<file path="src/rtl/gol_frame_reader.sv">
// Readout stage for the game-of-life array: snapshots `cells` after each update/snap
// request and streams the frame row by row over valid/ready. Optional GOL_FRAME_POPCOUNT_EN adds out_pop.
module gol_frame_reader #(
  parameter int WIDTH  = 8,
  parameter int HEIGHT = 8
) (
  input  logic                      clk,
  input  logic                      rst_n,
  input  logic                      update,
  input  logic                      snap,
  input  logic [WIDTH*HEIGHT-1:0]   cells,
  output logic [WIDTH-1:0]          out_data,
  output logic [$clog2(HEIGHT)-1:0] out_row,
  output logic                      out_last,
  output logic                      out_valid,
  input  logic                      out_ready,
  output logic [15:0]               frame_gen,
  output logic [7:0]                drop_cnt,
  output logic                      busy
`ifdef GOL_FRAME_POPCOUNT_EN
  ,
  output logic [$clog2(WIDTH+1)-1:0] out_pop
`endif
);

  localparam int ROW_W = $clog2(HEIGHT);
  localparam logic [ROW_W-1:0] ROW_LAST = ROW_W'(HEIGHT - 1);

  typedef enum logic {IDLE, SEND} state_t;

  state_t                    state, state_next;
  logic                      pending;
  logic [15:0]               gen_cnt;
  logic [WIDTH*HEIGHT-1:0]   snapshot;
  logic                      req;
  logic                      capture;
  logic                      advance;
  logic [ROW_W-1:0]          next_row;
  logic [WIDTH-1:0]          next_data;

  assign req       = update | snap;
  assign capture   = (state == IDLE) && pending;
  assign advance   = (state == SEND) && out_ready && (out_row != ROW_LAST);
  assign next_row  = out_row + 1'b1;
  assign next_data = snapshot[next_row*WIDTH +: WIDTH];

  // Valid and last come only from registers, so out_ready never reaches them combinationally.
  assign out_valid = (state == SEND);
  assign out_last  = out_valid && (out_row == ROW_LAST);
  assign busy      = out_valid || pending;

`ifdef GOL_FRAME_POPCOUNT_EN
  localparam int POP_W = $clog2(WIDTH + 1);

  function automatic logic [POP_W-1:0] popcount(input logic [WIDTH-1:0] v);
    logic [POP_W-1:0] sum;
    sum = '0;
    for (int i = 0; i < WIDTH; i++) sum = sum + POP_W'(v[i]);
    return sum;
  endfunction
`endif

  // NOTE: state registers use non-blocking assignments so every flop samples pre-edge values.
  always_ff @(posedge clk or negedge rst_n) begin
    if (!rst_n) state <= IDLE;
    else        state <= state_next;
  end

  // NOTE: state_next is defaulted first so no path through this block can infer a latch.
  always_comb begin
    state_next = state;
    case (state)
      IDLE: if (pending) state_next = SEND;
      SEND: if (out_ready && out_row == ROW_LAST) state_next = IDLE;
    endcase
  end

  // NOTE: the snapshot is reset along with everything else; it is only one frame of flops
  // and a clean reset keeps out_data deterministic after a mid-frame abort.
  always_ff @(posedge clk or negedge rst_n) begin
    if (!rst_n) begin
      pending   <= 1'b0;
      gen_cnt   <= '0;
      snapshot  <= '0;
      out_data  <= '0;
      out_row   <= '0;
      frame_gen <= '0;
      drop_cnt  <= '0;
`ifdef GOL_FRAME_POPCOUNT_EN
      out_pop   <= '0;
`endif
    end else begin
      if (update) gen_cnt <= gen_cnt + 16'd1;

      if (capture) begin
        // A request landing on the capture edge re-arms pending rather than counting as a drop.
        pending   <= req;
        snapshot  <= cells;
        frame_gen <= gen_cnt;
        out_row   <= '0;
        out_data  <= cells[WIDTH-1:0];
`ifdef GOL_FRAME_POPCOUNT_EN
        out_pop   <= popcount(cells[WIDTH-1:0]);
`endif
      end else begin
        if (req) begin
          pending <= 1'b1;
          if (pending && drop_cnt != 8'hFF) drop_cnt <= drop_cnt + 8'd1;
        end
        if (advance) begin
          out_row  <= next_row;
          out_data <= next_data;
`ifdef GOL_FRAME_POPCOUNT_EN
          out_pop  <= popcount(next_data);
`endif
        end
      end
    end
  end

endmodule
</file>
<file path="config.mk">
export PLATFORM = sky130hd
export DESIGN_NAME = gol_frame_reader
export DESIGN_NICKNAME = d
export VERILOG_FILES = /design/src/rtl/gol_frame_reader.sv
export SDC_FILE = /design/constraint.sdc
export NUM_CORES = 1
export LEC_CHECK = 0
export CORE_ASPECT_RATIO = 1.2
export CORE_MARGIN = 2
export CORE_UTILIZATION = 35
export CTS_BUF_LIST = sky130_fd_sc_hd__clkbuf_4
export DETAILED_ROUTE_END_ITERATION = 7
export PLACE_DENSITY = 0.58
export SYNTH_ARGS = -nofsm -noshare
export SYNTH_HDL_FRONTEND = slang
export SYNTH_SLANG_ARGS = --single-unit
</file>
<file path="constraint.sdc">
create_clock -name clk -period 2.65 [get_ports clk]
set_input_delay 0.265 -clock clk [delete_from_list [all_inputs] [get_ports clk]]
set_output_delay 0.265 -clock clk [all_outputs]
set_load 0.05 [all_outputs]
</file>
==> impl_metrics.tcl <==
set metrics [dict create \
    power_switching_share_pct 40.6 \
    clk_root_buffer_cell "sky130_fd_sc_hd__clkbuf_4" \
    min-delay-path-class "input pin to register" \
    synth_cell_types 43 \
    layout-drive-gt1-share_pct 12.5 \
    power.ir.vdd_worst_mv 0.573 \
    p_switching_mw 3.17 \
    worst_setup_hold_path_clk_slew_ns 0.13 \
    cap_violations 0 \
    die_area_mm2 0.0163 \
    synth.avg_cell_area_um2 9.71 \
    rr_worst_depth 6 \
    number_of_synthesis_warnings 0 \
    synthesis.area_mm2 0.00536 \
    grt_setup_unrepaired "no" \
    final_area_mm2 0.00694 \
    synth_enable_flop_cells 0 \
    critPathMaxFanout 8 \
    worstSetupEndpointType "output port" \
    num-nets-final 730 \
    design.portCount 107 \
    dr_total_vias 4094 \
    horizontal_die_dimension_um 117 \
    fp.coreArea_mm2 0.0150 \
    crit-reg2reg-capture "out_data[7]$_DFFE_PN0P_" \
    clock_sink_count 117 \
    whs_path_depth 3 \
    rrSetupSlack_ns 0.68 \
    worst_setup_path_start_kind "register" \
    cts.htree.levels 4 \
    mostFrequentLayoutCell "sky130_fd_sc_hd__nand2_1" \
    floorplan.initialDensity_pct 35.8 \
    firstDrtPassIters 4 \
    synth.top_cells.by_area "sky130_fd_sc_hd__dfrtp_1 (55%), sky130_fd_sc_hd__nand2_1 (18%), sky130_fd_sc_hd__mux4_2 (5.5%), sky130_fd_sc_hd__mux2_2 (2.3%), sky130_fd_sc_hd__buf_2 (1.6%)" \
    worst_clock_skew_ns 0.0184 \
    grt_max_degree 55 \
    placed_cell_area_mm2 0.00662 \
    commonest_non_fill_non_tap_cells_in_the_layout "sky130_fd_sc_hd__nand2_1 (253), sky130_fd_sc_hd__dfrtp_1 (117), sky130_fd_sc_hd__clkdlybuf4s50_1 (103)" \
    globalRoute.totalOverflow 0 \
    final.min_clock_period_ns 2.29 \
    cts.path.max_buffers 2 \
    max_slew.worst_pin.slew_ns 0.815 \
    die_h_um 140 \
    logic_gate_share_of_total_power_pct 43.2 \
    clock_power_share_pct 17.8 \
    fmax_mhz 437 \
    crit_arrival_ns 2.02 \
    final.fill_count 1475 \
    antenna_found_initial 1 \
    dominantRegCellSynth "sky130_fd_sc_hd__dfrtp_1" \
    synthCells 552 \
    postSynthRegisterBits 117 \
    dp_hpwl_mm 8.88 \
    ys_async_sr_fraction_pct 100 \
    cts.repair_timing.setup_buffer_count 0 \
    critPathRequiredTime_ns 2.38 \
    final_antenna_net_count 0 \
    seqPwrFrac_pct 39.0 \
    number_of_vias_per_cell 4.68 \
    place.gp.congestion 0.822 \
    slew_viol_final 0 \
    postCtsResizedCells 0 \
    setup_viol 0 \
    cts_hold_repair.buffers 1 \
    critPathKind "register to output port" \
    synth_largest_type_area_fraction_pct 54.6 \
    hold_viol_final 0 \
    timing.slew.headroom_pct 45.6 \
    timing.hold.worst_endpoint "snapshot[16]$_DFFE_PN0P_" \
    globalRouteTotalUtil_pct 16.7 \
    detail_route.iter0.violations 201 \
    clkLatencyLatePin_ns 0.52 \
    totalWireLength_mm 12.6 \
    layout-area-overhead-vs-synth_pct 29.4 \
    clock_tree_from_tritoncts "yes" \
    yosys.area.top_type "sky130_fd_sc_hd__dfrtp_1" \
    period_share_pct 86.3 \
    synth.net_count 625 \
    drc 0 \
    vias_in_the_first_global_route 4297 \
    core.rowCount 49 \
    grt_first_pass_wirelength_mm 21.1 \
    internal_mw 4.64 \
    totalNegativeSetupSlack_ns 0 \
    detail_route.wl_per_cell_um 14.4 \
    p_leak_nw 3.22 \
    outcome "finished, final reports clean" \
    cts_inserted_buffers 17 \
    portBuffers 106 \
    power.density_mw_per_mm2 1130 \
    regToRegStartpoint "out_row[1]$_DFFE_PN0P_" \
    yosysSeqAreaShare_pct 54.6 \
    hold_path_startpoint "cells[16]" \
]
[metal layers]
metal | part of all wire [%] | track usage [%] | up-vias
li1 | - | - | 2022
met1 | 45 | 21.3 | 1970
met2 | 49 | 27.6 | 88
met3 | 4.5 | 4.75 | 14
met4 | 1.6 | 4.95 | 0
met5 | 0 | 0 | -
[cells by family after synthesis]
logic type / Yosys count / share of synthesized area [%]
fa+ha+maj: 4 / 0.934
mux: 29 / 8.80
xor+xnor: 17 / 2.78
buf+inv: 35 / 3.46
compound gates: 45 / 5.63
simple gates: 305 / 23.8
flops: 117 / 54.6
[sequential cells by signal, summed over array words and instances (netlist names)]
name / cells
snapshot: 64
frame_gen: 16
gen_cnt: 16
drop_cnt: 8
out_data: 8
out_row: 3
out_valid: 1
pending: 1
[cells in the mapped netlist, types with 6 or more instances]
library cell               count
sky130_fd_sc_hd__nand2_1     253
sky130_fd_sc_hd__dfrtp_1     117
sky130_fd_sc_hd__buf_2        17
sky130_fd_sc_hd__nand3_1      15
sky130_fd_sc_hd__mux4_2       13
sky130_fd_sc_hd__a21oi_1      11
sky130_fd_sc_hd__mux2_2       11
sky130_fd_sc_hd__clkbuf_1      9
sky130_fd_sc_hd__xnor2_1       9
sky130_fd_sc_hd__nor2_1        8
sky130_fd_sc_hd__nor2b_1       8
sky130_fd_sc_hd__xor2_1        8
sky130_fd_sc_hd__o211ai_1      6
sky130_fd_sc_hd__o21a_1        6
sky130_fd_sc_hd__o21ai_0       6
[layout make-up]
type	instances	area, um^2	share of cell area [%]
Antenna cell	1	2.50	0.0361
Clock buffer	17	128	1.84
Clock inverter	15	181	2.62
Inverter	2	7.51	0.108
Multi-Input combinational cell	400	2260	32.5
Sequential cell	117	2930	42.2
Tap cell	204	255	3.68
Timing Repair Buffer	119	1180	17.0
[stage by stage]
| stage | setup WS [ns] | instances | hold WS [ns] | util (%) | power (mW) |
|---|---|---|---|---|---|
| after floorplan | 0.638 | 552 | -0.0306 | - | 5.38 |
| after global placement | 0.683 | 841 | 0.351 | 44.2 | 6.43 |
| after detailed placement | 0.621 | 841 | 0.363 | 44.2 | 6.51 |
| after CTS | 0.300 | 874 | 0.199 | 46.4 | 7.92 |
| after global routing | 0.241 | 875 | 0.186 | 46.4 | 8.39 |
| final | 0.364 | 875 | 0.252 | 46.4 | 7.81 |
[critical path: stages, from the launching register on]
cell	delay (ns)
sky130_fd_sc_hd__dfrtp_1	0.48
sky130_fd_sc_hd__or2_2	0.33
sky130_fd_sc_hd__clkdlybuf4s50_1	0.71
[power by group through the flow]
stage / registers, mW / clock network, mW / logic (mW)
after floorplan: 3.63 / 0 / 1.75
after global placement: 3.06 / 0 / 3.38
after detailed placement: 3.08 / 0 / 3.42
after CTS: 3.05 / 1.43 / 3.44
after global routing: 3.15 / 1.51 / 3.73
final: 3.05 / 1.39 / 3.38
[how the worst max path moves through the flow]
stage                                       from                       to  slack, ns  cells after the start
final                        out_valid$_DFF_PN0_                     busy       0.36                      2
after detailed placement               out_ready  out_data[7]$_DFFE_PN0P_       0.62                      5
after global routing         out_valid$_DFF_PN0_                     busy       0.24                      2
after global placement                    update  drop_cnt[7]$_DFFE_PN0P_       0.68                      5
after floorplan           out_row[0]$_DFFE_PN0P_  out_data[4]$_DFFE_PN0P_       0.64                      6
after CTS                    out_valid$_DFF_PN0_                     busy       0.30                      2
(Power assumes the default switching activity.)
